--- src/rtl/pipelined_slice_alu.sv ---
// WIDTH-bit ALU assembled from 4-bit function slices, one pipeline stage per slice.
// Carry ripples between stages through registers; results are de-skewed so a beat leaves in one piece.
module pipelined_slice_alu #(
    parameter int WIDTH = 16
) (
    input  logic             clk,
    input  logic             rst_n,
    input  logic             in_valid,
    output logic             in_ready,
    input  logic [WIDTH-1:0] A,
    input  logic [WIDTH-1:0] B,
    input  logic [3:0]       S,
    input  logic             M,
    input  logic             Pin,
    output logic             out_valid,
    input  logic             out_ready,
    output logic [WIDTH-1:0] R,
    output logic             Pout,
    output logic             zero,
    output logic             ovf
);

    localparam int NSLICE = WIDTH / 4;

    logic                   adv;
    logic [NSLICE-1:0]      v_q, v_d;
    logic [NSLICE-1:0]      m_q, m_d;
    logic [NSLICE-1:0]      c_q, c_d;
    logic [WIDTH-1:0]       a_q   [NSLICE];
    logic [WIDTH-1:0]       a_d   [NSLICE];
    logic [WIDTH-1:0]       b_q   [NSLICE];
    logic [WIDTH-1:0]       b_d   [NSLICE];
    logic [WIDTH-1:0]       res_q [NSLICE];
    logic [WIDTH-1:0]       res_d [NSLICE];
    logic [3:0]             s_q   [NSLICE];
    logic [3:0]             s_d   [NSLICE];

    logic [3:0]             f     [NSLICE];
    logic [NSLICE-1:0]      co;
    logic [NSLICE-1:0]      c3;
    logic [5:0]             sl;
    logic [WIDTH-1:0]       r_full;

    logic                   out_valid_q, out_valid_d;
    logic [WIDTH-1:0]       r_q, r_d;
    logic                   pout_q, pout_d;
    logic                   zero_q, zero_d;
    logic                   ovf_q, ovf_d;

    // Each slice adds an "or" term and an "and" term selected by S; logic mode is their XNOR.
    // Returns {carry_out, carry_into_bit3, f}.
    function automatic logic [5:0] slice_fn(input logic [3:0] a, input logic [3:0] b,
                                            input logic [3:0] s, input logic m, input logic cin);
        logic [3:0] o_t;
        logic [3:0] n_t;
        logic [4:0] sum;
        o_t = a | (b & {4{s[0]}}) | (~b & {4{s[1]}});
        n_t = (a & ~b & {4{s[2]}}) | (a & b & {4{s[3]}});
        sum = {1'b0, o_t} + {1'b0, n_t} + {4'b0000, cin};
        if (m)
            slice_fn = {2'b00, ~(o_t ^ n_t)};
        else
            slice_fn = {sum[4], sum[3] ^ o_t[3] ^ n_t[3], sum[3:0]};
    endfunction

    always_comb begin
        adv   = !out_valid_q || out_ready;
        v_d   = v_q;
        m_d   = m_q;
        c_d   = c_q;
        co    = '0;
        c3    = '0;
        sl    = '0;
        for (int unsigned k = 0; k < NSLICE; k++) begin
            a_d[k]   = a_q[k];
            b_d[k]   = b_q[k];
            s_d[k]   = s_q[k];
            res_d[k] = res_q[k];
            sl       = slice_fn(a_q[k][4*k +: 4], b_q[k][4*k +: 4], s_q[k], m_q[k], c_q[k]);
            co[k]    = sl[5];
            c3[k]    = sl[4];
            f[k]     = sl[3:0];
        end

        if (adv) begin
            v_d[0]   = in_valid;
            a_d[0]   = A;
            b_d[0]   = B;
            s_d[0]   = S;
            m_d[0]   = M;
            c_d[0]   = Pin;
            res_d[0] = '0;
            // Operands travel whole; each stage appends its finished nibble to the partial result.
            for (int unsigned k = 1; k < NSLICE; k++) begin
                v_d[k]   = v_q[k-1];
                a_d[k]   = a_q[k-1];
                b_d[k]   = b_q[k-1];
                s_d[k]   = s_q[k-1];
                m_d[k]   = m_q[k-1];
                c_d[k]   = co[k-1];
                res_d[k] = res_q[k-1];
                res_d[k][4*(k-1) +: 4] = f[k-1];
            end
        end

        r_full = res_q[NSLICE-1];
        r_full[4*(NSLICE-1) +: 4] = f[NSLICE-1];

        out_valid_d = adv ? v_q[NSLICE-1] : out_valid_q;
        r_d         = r_q;
        pout_d      = pout_q;
        zero_d      = zero_q;
        ovf_d       = ovf_q;
        if (adv && v_q[NSLICE-1]) begin
            r_d    = r_full;
            pout_d = co[NSLICE-1];
            zero_d = ~|r_full;
            ovf_d  = co[NSLICE-1] ^ c3[NSLICE-1];
        end
    end

    always_ff @(posedge clk) begin
        if (!rst_n) begin
            v_q         <= '0;
            out_valid_q <= 1'b0;
            r_q         <= '0;
            pout_q      <= 1'b0;
            zero_q      <= 1'b0;
            ovf_q       <= 1'b0;
        end else begin
            v_q         <= v_d;
            out_valid_q <= out_valid_d;
            r_q         <= r_d;
            pout_q      <= pout_d;
            zero_q      <= zero_d;
            ovf_q       <= ovf_d;
        end
    end

    always_ff @(posedge clk) begin
        m_q   <= m_d;
        c_q   <= c_d;
        a_q   <= a_d;
        b_q   <= b_d;
        s_q   <= s_d;
        res_q <= res_d;
    end

    assign in_ready  = adv;
    assign out_valid = out_valid_q;
    assign R         = r_q;
    assign Pout      = pout_q;
    assign zero      = zero_q;
    assign ovf       = ovf_q;

endmodule
--- config.mk ---
export PLATFORM = sky130hd
export DESIGN_NAME = pipelined_slice_alu
export DESIGN_NICKNAME = d
export VERILOG_FILES = /design/src/rtl/pipelined_slice_alu.sv
export SDC_FILE = /design/constraint.sdc
export NUM_CORES = 1
export LEC_CHECK = 0
export BUFFER_PORTS_ARGS = -buffer_cell sky130_fd_sc_hd__buf_2
export CORE_ASPECT_RATIO = 1.5
export CORE_MARGIN = 10
export CORE_UTILIZATION = 35
export DETAILED_ROUTE_END_ITERATION = 8
export PLACE_DENSITY = 0.66
export SYNTH_ARGS = -nofsm -noshare
export SYNTH_HDL_FRONTEND = slang
export SYNTH_SLANG_ARGS = --single-unit
--- constraint.sdc ---
create_clock -name clk -period 3 [get_ports clk]
set_input_delay 0.6 -clock clk [delete_from_list [all_inputs] [get_ports clk]]
set_output_delay 0.6 -clock clk [all_outputs]
set_load 0.02 [all_outputs]
==> results of run 1 <==
-- metrics by stage --
step	area, um2	instances
CTS	7136	683
floorplan	6000	387
global placement	6554	652
global route	7136	683
detailed placement	6554	652
finish	7136	683
-- cell usage in the layout, fill, tap and decap left out, types with 5 or more instances in the layout --
cell type / Yosys / final
sky130_fd_sc_hd__ha_1: 16 / 16
sky130_fd_sc_hd__a211o_1: 15 / 15
sky130_fd_sc_hd__clkinv_2: 0 / 5
sky130_fd_sc_hd__edfxtp_1: 128 / 128
sky130_fd_sc_hd__xor2_1: 6 / 6
sky130_fd_sc_hd__fa_1: 8 / 8
sky130_fd_sc_hd__a21oi_1: 25 / 25
sky130_fd_sc_hd__nor2b_1: 28 / 28
sky130_fd_sc_hd__xnor2_1: 6 / 6
sky130_fd_sc_hd__dfxtp_1: 24 / 24
sky130_fd_sc_hd__nor2_1: 15 / 15
sky130_fd_sc_hd__mux2i_1: 19 / 19
sky130_fd_sc_hd__nand2_1: 38 / 38
sky130_fd_sc_hd__clkbuf_16: 0 / 17
sky130_fd_sc_hd__a21o_1: 8 / 8
sky130_fd_sc_hd__buf_2: 3 / 62
sky130_fd_sc_hd__inv_1: 14 / 14
-- layout make-up --
type,instances,area [um2],area share [%]
clock buffer,18,429.2,6.014
clock inverter,13,152.6,2.139
inverter,15,58.81,0.8241
multi-input combinational,212,1578,22.11
sequential,152,4324,60.60
tap,210,262.8,3.682
timing repair buffer,63,330.3,4.629
-- kinds of logic (layout without fill, tap and decap cells) --
family | Yosys count | count (layout) | share of synthesized area (%)
simple gates | 94 | 94 | 7.716
mux | 23 | 23 | 3.921
xor+xnor | 12 | 12 | 1.752
buf+inv | 23 | 109 | 1.626
fa+ha+maj | 24 | 24 | 6.006
flops | 152 | 152 | 72.08
compound gates | 59 | 59 | 6.903
-- Yosys cell counts (2+ instances only) --
master	number
sky130_fd_sc_hd__a211o_1	15
sky130_fd_sc_hd__a211oi_1	4
sky130_fd_sc_hd__a21o_1	8
sky130_fd_sc_hd__a21oi_1	25
sky130_fd_sc_hd__and2_1	4
sky130_fd_sc_hd__buf_2	3
sky130_fd_sc_hd__clkbuf_1	4
sky130_fd_sc_hd__dfxtp_1	24
sky130_fd_sc_hd__edfxtp_1	128
sky130_fd_sc_hd__fa_1	8
sky130_fd_sc_hd__ha_1	16
sky130_fd_sc_hd__inv_1	14
sky130_fd_sc_hd__mux2_2	4
sky130_fd_sc_hd__mux2i_1	19
sky130_fd_sc_hd__nand2_1	38
sky130_fd_sc_hd__nor2_1	15
sky130_fd_sc_hd__nor2b_1	28
sky130_fd_sc_hd__nor4_1	4
sky130_fd_sc_hd__o211ai_1	2
sky130_fd_sc_hd__xnor2_1	6
sky130_fd_sc_hd__xor2_1	6
-- routing by layer --
metal	up-vias	share of wire (%)	routed length [um]	global-route usage [%]
li1	1575	-	-	-
met1	1496	42	4022	9.629
met2	87	50	4701	13.40
met3	16	5.5	526	3.180
met4	0	2.5	242	4.614
met5	-	0	0	0
-- how the worst min path moves through the flow --
stage / start / endpoint / slack, ps / depth (start not counted)
after floorplan: a_q[28] / a_q[12] / 400 / 0
after global placement: b_q[29] / b_q[13] / 400 / 0
after detailed placement: b_q[30] / b_q[14] / 400 / 0
after CTS: A[5] / a_q[53] / 340 / 1
after global routing: A[5] / a_q[53] / 340 / 1
final: A[8] / a_q[56] / 360 / 1
-- sequential cells by signal (all words and copies together) (netlist names) --
signal     count
m_q            4
R             16
res_q         12
b_q           40
out_valid      1
a_q           40
c_q            4
zero           1
v_q            4
ovf            1
r_full        12
Pout           1
s_q           16
-- power breakdown --
| part | switching, mW | internal, mW | leakage (nW) |
|---|---|---|---|
| Combinational | 0.169 | 0.172 | 1.01 |
| Clock | 0.802 | 1.30 | 0.288 |
| Sequential | 0.0922 | 2.49 | 1.55 |
| Total | 1.06 | 3.96 | 2.85 |
==> summary.md, run 1 <==
| Metric | Value |
|---|---|
| Clock tree from TritonCTS | `yes` |
| Critical Path Sink Type | `flop` |
| IO Count | `63` |
| Diodes inserted | `0` |
| Count of vias placed by the detailed router | `between 3,000 and 4,000` |
| Sum of routed wire length over all layers | `9491 um` |
| Pin count of the biggest net entering global routing | `~130` |
| Synth Instances | `387` |
| Power Total | `5.024 mW` |
| Peak supply drop | `0.3479 mV` |
| Top cell type by total area after synthesis | `sky130_fd_sc_hd__edfxtp_1` |
| Number of vias per cell after detailed routing | `roughly 4.6` |
| Input/output buffers | `62` |
| Count of endpoints failing setup in the final report | `0` |
| Floorplan Core Area | `0.01684 mm2` |
| Total track usage | `8.469%` |
| Maxcap violations | `0` |
| Number of remaining DRC errors | `0` |
| Post-DP HPWL | `6588 um` |
| CP delay by family, top | `adder cells` |
| Number of buffers and inverters on the critical path | `0` |
| Sequential element share of the synthesized area | `72.08%` |
| Final Worst Setup Slack | `~300 ps` |
| Synthesis-to-layout area growth | `18.94%` |
| Total of warnings raised by yosys | `0` |
| Worst-case hold slack | `between 300 and 400 ps` |
| Endpoint required time on the critical path | `3310 ps` |
| Count of nets after finishing | `~530` |
| Number of cells on the critical path | `9` |
| Number of buffers added for setup after CTS | `0` |
| Most used flip-flop cell after synthesis | `sky130_fd_sc_hd__edfxtp_1` |
| Sinks on Clock Net | `between 150 and 200` |
| First-pass GRT wire length | `15,750 um` |
| CP peak stage delay | `450 ps` |
| Chip width | `roughly 130 um` |
| Area contributors post-synth | `sky130_fd_sc_hd__edfxtp_1 64%, sky130_fd_sc_hd__dfxtp_1 8.0%, sky130_fd_sc_hd__ha_1 3.3%` |
| PostCTS Resize Cnt | `0` |
| Number of global-route vias before repair | `3,292` |
| Launching instance or port of the critical path | `s_q[1]` |
| Final-report hold violation count | `0` |
| Element type at the critical path start | `flop` |
| Flop and latch count out of synthesis | `152` |
| Total Die Area | `0.02289 mm2` |
| Clock latency on the worst-skew pair | `410 ps` |
| Fraction of post-synthesis cell area in the top cell type by area | `64.07%` |
| WL/cell | `13.90 um` |
| Crit path arrival time | `approximately 3000 ps` |
| Iteration count of the initial detailed-routing pass | `4` |
| Initial antenna violation count | `0` |
| Combined area of all synthesized cells | `0.006000 mm2` |
| Worst Reg2Reg Path Length in Cells | `9` |
| Fillcell total | `1,527` |
| Effective utilization at floorplan | `35.63%` |
| Endpoint of the worst register-to-register path | `ovf` |
| Average cell area after synthesis | `15.50 um2` |
| R2r startpoint | `s_q[1]` |
| Crit Path Max Fanout | `4` |
| Ratio of total power to cell area | `704.0 mW/mm2` |
| Total Negative Setup Slacks | `0 ps` |
| Cell-by-cell trace of the critical path | `nor2b_1 > a211o_1 > fa_1 > fa_1 > a21o_1 > a21oi_2 > xor2_1 > xnor2_1 > o41ai_2` |
| Headroom to the max-slew limit | `53.36%` |
| Clock slew seen by the registers of the worst setup and hold paths | `60 ps` |
| CP max-delay cell | `sky130_fd_sc_hd__fa_1` |
| Remaining global-route overflow | `0` |
| Kind of critical path | `reg -> reg` |
| Crit path to | `ovf` |
| Number of max-slew violations in the final report | `0` |
| CTS H-Tree Depth | `4` |
| Maximum clock skew at final layout | `8.789 ps` |
| Fraction of final layout cells with drive strength greater than 1 | `21.56%` |
| Placer congestion estimate | `0.8067` |
| Critical path's most frequent cell | `sky130_fd_sc_hd__fa_1` |
| Hold bufs inserted after CTS | `0` |
| Clock root buffer master | `sky130_fd_sc_hd__clkbuf_16` |
| Clk buf depth | `2` |
| Net count after synthesis | `about 450` |
| Standard-cell row count | `58` |
| Min Clock Period, post-route | `~2700 ps` |
| Die outline height | `180.4 um` |
| Starting DRC count in detailed routing | `between 200 and 250` |
| Async set or reset register ratio after synthesis | `0%` |
| Number of flops mapped to enable cells by yosys | `~130` |
| Number of buffers added by the clock tree synthesis step | `17` |
| Remaining antenna violation count | `0` |
| Share of the clock period used by the worst path | `around 90%` |
| Utilization after layout | `42.38%` |
| Place WS | `315.9 ps` |
| Standby leakage power | `2.849 nW` |
| Flop-to-flop setup slack | `300 ps` |
| Unrepaired setup endpoints after global routing | `false` |
| Achievable clock frequency | `370.5 MHz` |
| Unique masters post-synth | `33` |
| Status | `finished clean` |
| Worst Hold Class | `in -> reg` |
| Slew @ Worst Pin | `698.8 ps` |
Power figures use the tool's default switching activity.
==> run 2: changes to the inputs <==
ABC_AREA = 1   (was not set)
==> run 2 against run 1 <==
  * Synthesized cell count is 14% higher
  * Clock power is 12% lower
  * Global-route usage is 0.15 points higher
  * Largest cell class unchanged
  * Synthesized area is 0.35% lower
  * Flip-flop and latch count stayed put
  * Critical endpoint is now zero
==> summary.md, run 2 <==
| Metric | Value |
|---|---|
| Average cell area after synthesis | `13.59 um2` |
| Number of max-slew violations in the final report | `0` |
| Effective utilization at floorplan | `35.66%` |
| Flop and latch count out of synthesis | `152` |
| Floorplan Core Area | `0.01676 mm2` |
| Post-DP HPWL | `6851 um` |
| Async set or reset register ratio after synthesis | `0%` |
| Endpoint of the worst register-to-register path | `zero` |
| Worst Hold Class | `in -> reg` |
| Remaining global-route overflow | `0` |
| Headroom to the max-slew limit | `64.17%` |
| Element type at the critical path start | `flop` |
| Count of nets after finishing | `583` |
| Worst Reg2Reg Path Length in Cells | `9` |
| Design Area, Final | `0.007061 mm2` |
| Kind of critical path | `reg -> reg` |
| Sequential element share of the synthesized area | `72.33%` |
| IO Count | `63` |
| Remaining antenna violation count | `0` |
| Maximum clock skew at final layout | `6.730 ps` |
| Hold bufs inserted after CTS | `0` |
| Most numerous cell types in the synthesized netlist | `128 x sky130_fd_sc_hd__edfxtp_1, 56 x sky130_fd_sc_hd__inv_1, 52 x sky130_fd_sc_hd__a21oi_1` |
| Pin count of the biggest net entering global routing | `89` |
| Area contributors post-synth | `sky130_fd_sc_hd__edfxtp_1 64%, sky130_fd_sc_hd__dfxtp_1 8.0%, sky130_fd_sc_hd__a21oi_1 4.4%` |
| Count of vias placed by the detailed router | `3,351` |
| Count of endpoints failing setup in the final report | `0` |
| Unique masters post-synth | `29` |
| Min Clock Period, post-route | `about 2500 ps` |
| Placer congestion estimate | `0.8095` |
| Launching instance or port of the critical path | `b_q[12]` |
| Total Die Area | `~0.023 mm2` |
| CP max-delay cell | `sky130_fd_sc_hd__fa_1` |
| Largest regs | `a_q: 40 flops, b_q: 40 flops` |
| Number of flops mapped to enable cells by yosys | `128` |
| Ratio of total power to cell area | `691.4 mW/mm2` |
| Synth Instances | `440` |
| Unrepaired setup endpoints after global routing | `false` |
| Die outline height | `180.1 um` |
| Chip width | `126.7 um` |
| Number of buffers added for setup after CTS | `0` |
| Final-report hold violation count | `0` |
| Flop-to-flop setup slack | `530 ps` |
| Combined area of all synthesized cells | `0.005978 mm2` |
| Maxcap violations | `0` |
| Standby leakage power | `2.900 nW` |
| Clock latency on the worst-skew pair | `~400 ps` |
| Synthesis-to-layout area growth | `18.10%` |
| Fraction of final layout cells with drive strength greater than 1 | `19.66%` |
| Starting DRC count in detailed routing | `156` |
| Total of warnings raised by yosys | `0` |
| Cell-by-cell trace of the critical path | `a21oi_1 > o21ai_0 > fa_1 > fa_1 > o21ai_0 > nand3_1 > nor2_1 > nand3_1 > a21oi_1` |
| Total Negative Setup Slacks | `0 ps` |
| Share of the clock period used by the worst path | `between 80% and 90%` |
| PostCTS Resize Cnt | `0` |
| Top cell type by total area after synthesis | `sky130_fd_sc_hd__edfxtp_1` |
| Diodes inserted | `0` |
| Standard-cell row count | `58` |
| Most used flip-flop cell after synthesis | `sky130_fd_sc_hd__edfxtp_1` |
| Total track usage | `approximately 8.6%` |
| Clock root buffer master | `sky130_fd_sc_hd__clkbuf_16` |
| Iteration count of the initial detailed-routing pass | `4` |
| Achievable clock frequency | `405.5 MHz` |
| Sinks on Clock Net | `roughly 150` |
| CP peak stage delay | `500 ps` |
| Input/output buffers | `62` |
| Sum of routed wire length over all layers | `around 9500 um` |
| R2r startpoint | `b_q[12]` |
| Critical Path Sink Type | `flop` |
| Number of remaining DRC errors | `0` |
| Status | `finished clean` |
| Most common library cell in the layout ignoring fill and taps | `sky130_fd_sc_hd__edfxtp_1` |
| WL/cell | `12.81 um` |
| Number of cells on the critical path | `9` |
| Crit path to | `zero` |
| CTS H-Tree Depth | `4` |
| Most frequent cells in the layout | `128 x sky130_fd_sc_hd__edfxtp_1, 62 x sky130_fd_sc_hd__buf_2, 56 x sky130_fd_sc_hd__inv_1, 52 x sky130_fd_sc_hd__a21oi_1, 48 x sky130_fd_sc_hd__o21ai_0` |
| Number of vias per cell after detailed routing | `4.535` |
| Clock tree from TritonCTS | `yes` |
| Crit Path Max Fanout | `4` |
| CP delay by family, top | `adder cells` |
| Net count after synthesis | `506` |
| Fraction of post-synthesis cell area in the top cell type by area | `64.29%` |
| Number of buffers and inverters on the critical path | `0` |
| Crit path arrival time | `2800 ps` |
| Endpoint required time on the critical path | `around 3300 ps` |
| Peak supply drop | `approximately 0.34 mV` |
| Clk buf depth | `2` |
| Number of buffers added by the clock tree synthesis step | `17` |
| Slew @ Worst Pin | `537.4 ps` |
| Number of global-route vias before repair | `3,419` |
| First-pass GRT wire length | `16,240 um` |
| Most frequent cell after synthesis | `sky130_fd_sc_hd__edfxtp_1` |
| Instance area after placement | `0.006531 mm2` |
| Clock slew seen by the registers of the worst setup and hold paths | `60 ps` |
| Initial antenna violation count | `0` |
[run 2: cell types whose count changed after synthesis, moves of 6 or more]
cell                      change
sky130_fd_sc_hd__mux2i_1     -16
sky130_fd_sc_hd__inv_1       +42
sky130_fd_sc_hd__o21ai_0     +48
sky130_fd_sc_hd__nand2_1      -8
sky130_fd_sc_hd__nand3_1      +9
sky130_fd_sc_hd__a211o_1     -15
sky130_fd_sc_hd__nor2b_1     -28
sky130_fd_sc_hd__nor2_1      +14
sky130_fd_sc_hd__xnor2_1      -6
sky130_fd_sc_hd__a21oi_1     +27
sky130_fd_sc_hd__a21o_1       -8
[run 2: layout make-up]
cell class	instances	area, um2
Multi-Input combinational cell	225	1390
Tap cell	210	262.8
Fill cell	1503	9703
Timing Repair Buffer	64	337.8
Clock buffer	17	425.4
Sequential cell	152	4324
Inverter	57	216.5
Clock inverter	14	103.9
[run 2: per-stage QoR]
stage	setup slack, ps	util [%]	std cells	power (mW)	hold slack [ps]
final	534.1	42.12	739	4.882	366.3
after global routing	322.2	42.12	739	5.137	336.8
after CTS	571.0	42.12	739	4.949	345.8
after detailed placement	587.9	38.96	708	3.075	404.5
after global placement	696.7	38.96	708	3.043	403.9
after floorplan	809.2	-	440	2.936	400.3
[run 2: worst reg2reg max path, stage by stage (launching register included)]
cell	delay (ps)
sky130_fd_sc_hd__edfxtp_1	420
sky130_fd_sc_hd__a21oi_1	170
sky130_fd_sc_hd__o21ai_0	200
sky130_fd_sc_hd__fa_1	500
sky130_fd_sc_hd__fa_1	430
sky130_fd_sc_hd__o21ai_0	230
sky130_fd_sc_hd__nand3_1	100
sky130_fd_sc_hd__nor2_1	130
sky130_fd_sc_hd__nand3_1	90
sky130_fd_sc_hd__a21oi_1	140
[run 2: metal layers]
metal	vias up	GRT usage (%)	routed length, um
met5	-	0	0
met4	0	4.568	204
met3	12	2.915	487
met2	84	14.23	4785
met1	1543	9.519	3991
li1	1712	-	-
[run 2: how the worst min path moves through the flow]
| stage | endpoint | depth (start not counted) | start |
|---|---|---|---|
| 4_1_cts | s_q[12] | 1 | S[0] |
| 3_5_place_dp | a_q[24] | 0 | a_q[40] |
| 5_1_grt | a_q[59] | 1 | A[11] |
| 2_1_floorplan | a_q[12] | 0 | a_q[28] |
| 3_3_place_gp | a_q[46] | 0 | a_q[62] |
| 6_report | a_q[49] | 1 | A[1] |
[run 2: where the power goes]
part	internal, mW	switching (mW)	leakage [nW]	total, mW
logic	0.168	0.251	1.11	0.419
clock network	1.05	0.802	0.230	1.85
registers	2.52	0.0858	1.56	2.61
total	3.74	1.14	2.90	4.88
[run 2: cell families after synthesis]
| group | synth area share (%) |
|---|---|
| fa+ha+maj | 6.028 |
| xor+xnor | 0.7325 |
| simple gates | 6.153 |
| mux | 0.5023 |
| compound gates | 9.795 |
| flops | 72.33 |
| buf+inv | 4.458 |
==> run 3: changes to the inputs <==
clock period = 2.2 ns   (was 3 ns; I/O delays follow)
==> run 3 against run 2 <==
  * Sequential power increased by 36%
  * Cell count increased by 2.0%
  * Combinational power increased by 53%
==> summary.md, run 3 (synthesis gave the netlist of run 2 again) <==
| Metric | Value |
|---|---|
| Status | `finished clean` |
| Post-DP HPWL | `6796 um` |
| Clock tree from TritonCTS | `yes` |
| Input/output buffers | `62` |
| Power Total | `approximately 7.0 mW` |
| Worst Hold Class | `in -> reg` |
| Remaining global-route overflow | `0` |
| Multi-input gate area | `around 0.0014 mm2` |
| Total Negative Setup Slacks | `0 ps` |
| Ratio of total power to cell area | `roughly 960 mW/mm2` |
| Register area | `0.004324 mm2` |
| Maximum clock skew at final layout | `between 10 and 15 ps` |
| Synthesis-to-layout area growth | `21.64%` |
| Crit path arrival time | `~2500 ps` |
| Worst Reg2Reg Path Length in Cells | `9` |
| Critical Path Sink Type | `flop` |
| Share of the clock period used by the worst path | `between 90 and 100%` |
| Count of nets after finishing | `597` |
| WL/cell | `12.70 um` |
| Number of max-slew violations in the final report | `0` |
| Pin count of the biggest net entering global routing | `between 60 and 70` |
| Design Area, Final | `0.007272 mm2` |
| Sinks on Clock Net | `152` |
| Hold bufs inserted after CTS | `0` |
| Chip width | `roughly 130 um` |
| Maxcap violations | `0` |
| Worst hold stages | `1` |
| Number of instances in the placed design | `between 700 and 800` |
| Standby leakage power | `3.017 nW` |
| Effective utilization at floorplan | `between 30% and 40%` |
| CTS H-Tree Depth | `4` |
| Count of placed standard cells in the final layout, fillers left out | `754` |
| Number of buffers added by the clock tree synthesis step | `17` |
| Standard-cell row count | `between 50 and 60` |
| CP max-delay cell | `sky130_fd_sc_hd__edfxtp_1` |
| Fillcell total | `around 1,500` |
| Fraction of final layout cells with drive strength greater than 1 | `24.63%` |
| First-pass GRT wire length | `16,060 um` |
| Diodes inserted | `0` |
| Min Clock Period, post-route | `roughly 2200 ps` |
| Worst-case hold slack | `201.0 ps` |
| Floorplan Core Area | `0.01676 mm2` |
| Die outline height | `around 180 um` |
| IO Count | `63` |
| Number of vias per cell after detailed routing | `4.557` |
| Headroom to the max-slew limit | `71.34%` |
| Clock slew seen by the registers of the worst setup and hold paths | `60 ps` |
| Starting DRC count in detailed routing | `around 140` |
| Iteration count of the initial detailed-routing pass | `4` |
| Final-report hold violation count | `0` |
| Most common library cell in the layout ignoring fill and taps | `sky130_fd_sc_hd__edfxtp_1` |
| Total track usage | `8.608%` |
| Clk buf depth | `2` |
| Largest regs | `a_q: 40 flops, b_q: 40 flops` |
| Number of global-route vias before repair | `3,453` |
| Cell-by-cell trace of the critical path | `a21oi_2 > o21ai_2 > fa_2 > fa_2 > o21ai_2 > nand3_1 > nor2_1 > nand3_1 > a21oi_2` |
| Achievable clock frequency | `between 400 and 500 MHz` |
| Endpoint required time on the critical path | `2540 ps` |
| Most frequent cells in the layout | `128 x sky130_fd_sc_hd__edfxtp_1, 62 x sky130_fd_sc_hd__buf_2, 56 x sky130_fd_sc_hd__inv_1, 49 x sky130_fd_sc_hd__a21oi_1, 44 x sky130_fd_sc_hd__o21ai_0` |
| Number of remaining DRC errors | `0` |
| Initial antenna violation count | `0` |
| Kind of critical path | `reg -> reg` |
| Slew @ Worst Pin | `425.3 ps` |
| Total Die Area | `0.02282 mm2` |
| Count of vias placed by the detailed router | `between 3,000 and 4,000` |
| Peak supply drop | `0.4907 mV` |
| Remaining antenna violation count | `0` |
| Sum of routed wire length over all layers | `9574 um` |
| CP peak stage delay | `about 430 ps` |
| Clock latency on the worst-skew pair | `410 ps` |
| Instance area after placement | `0.006606 mm2` |
| Count of endpoints failing setup in the final report | `0` |
| Clock root buffer master | `sky130_fd_sc_hd__clkbuf_16` |
| Element type at the critical path start | `flop` |
| Unrepaired setup endpoints after global routing | `true` |
| Placer congestion estimate | `0.7806` |
| Crit Path Max Fanout | `3` |
-- run 3: cell types whose count changed in the layout (fill, tap and decap cells not counted), moves of 3 or more --
| cell | delta |
|---|---|
| sky130_fd_sc_hd__clkinv_2 | +3 |
| sky130_fd_sc_hd__nor3_1 | -3 |
| sky130_fd_sc_hd__nor3_2 | +3 |
| sky130_fd_sc_hd__clkinvlp_4 | -5 |
| sky130_fd_sc_hd__buf_4 | +14 |
| sky130_fd_sc_hd__a21oi_2 | +3 |
| sky130_fd_sc_hd__clkinv_4 | +3 |
| sky130_fd_sc_hd__o21ai_0 | -4 |
| sky130_fd_sc_hd__a21oi_1 | -3 |
-- run 3: worst paths after layout --
check | start | endpoint | slack [ps]
worst max register to register | b_q[12] | zero | 30
worst max-delay path | b_q[12] | zero | 30
worst min register to register | b_q[61] | b_q[45] | 410
worst min-delay path | A[1] | a_q[49] | 200
-- run 3: through the flow --
stage,utilization [%],setup slack (ps)
2_1_floorplan,-,9.196
3_3_place_gp,39.41,-94.16
3_5_place_dp,39.41,-179.9
4_1_cts,42.90,2.691
5_1_grt,43.38,-137.9
6_report,43.38,28.72
-- run 3: critical path: cells and delay by family (launching register included) --
kind	cells	cell delay (ps)
simple gates	3	270
compound gates	4	550
fa+ha+maj	2	860
flops	1	430
-- run 3: cell type report --
cell class / count / area share [%]
Inverter: 57 / 2.977
Multi-Input combinational cell: 225 / 19.89
Clock buffer: 18 / 5.902
Tap cell: 210 / 3.613
Timing Repair Buffer: 78 / 6.091
Sequential cell: 152 / 59.46
Clock inverter: 14 / 2.065
-- run 3: report_power, final --
part	internal (mW)	switching, mW
Sequential	3.44	0.114
Combinational	0.273	0.368
Clock	1.67	1.11
Total	5.39	1.59
-- run 3: routing by layer --
metal / wire length [um] / up-vias / share of wire [%] / GRT usage (%)
met2: 4779 / 81 / 50 / 13.94
met5: 0 / - / 0 / 0
met1: 4077 / 1591 / 43 / 9.570
li1: - / 1746 / - / -
met4: 269 / 0 / 2.8 / 5.025
met3: 447 / 18 / 4.7 / 2.915
-- run 3: timing repair --
| item | in CTS | in global routing |
|---|---|---|
| setup buffers | 0 | 4 |
| endpoints found under the setup margin | 5 | 9 |
| gates resized for setup | 4 | 15 |
| pin swaps | 0 | 8 |
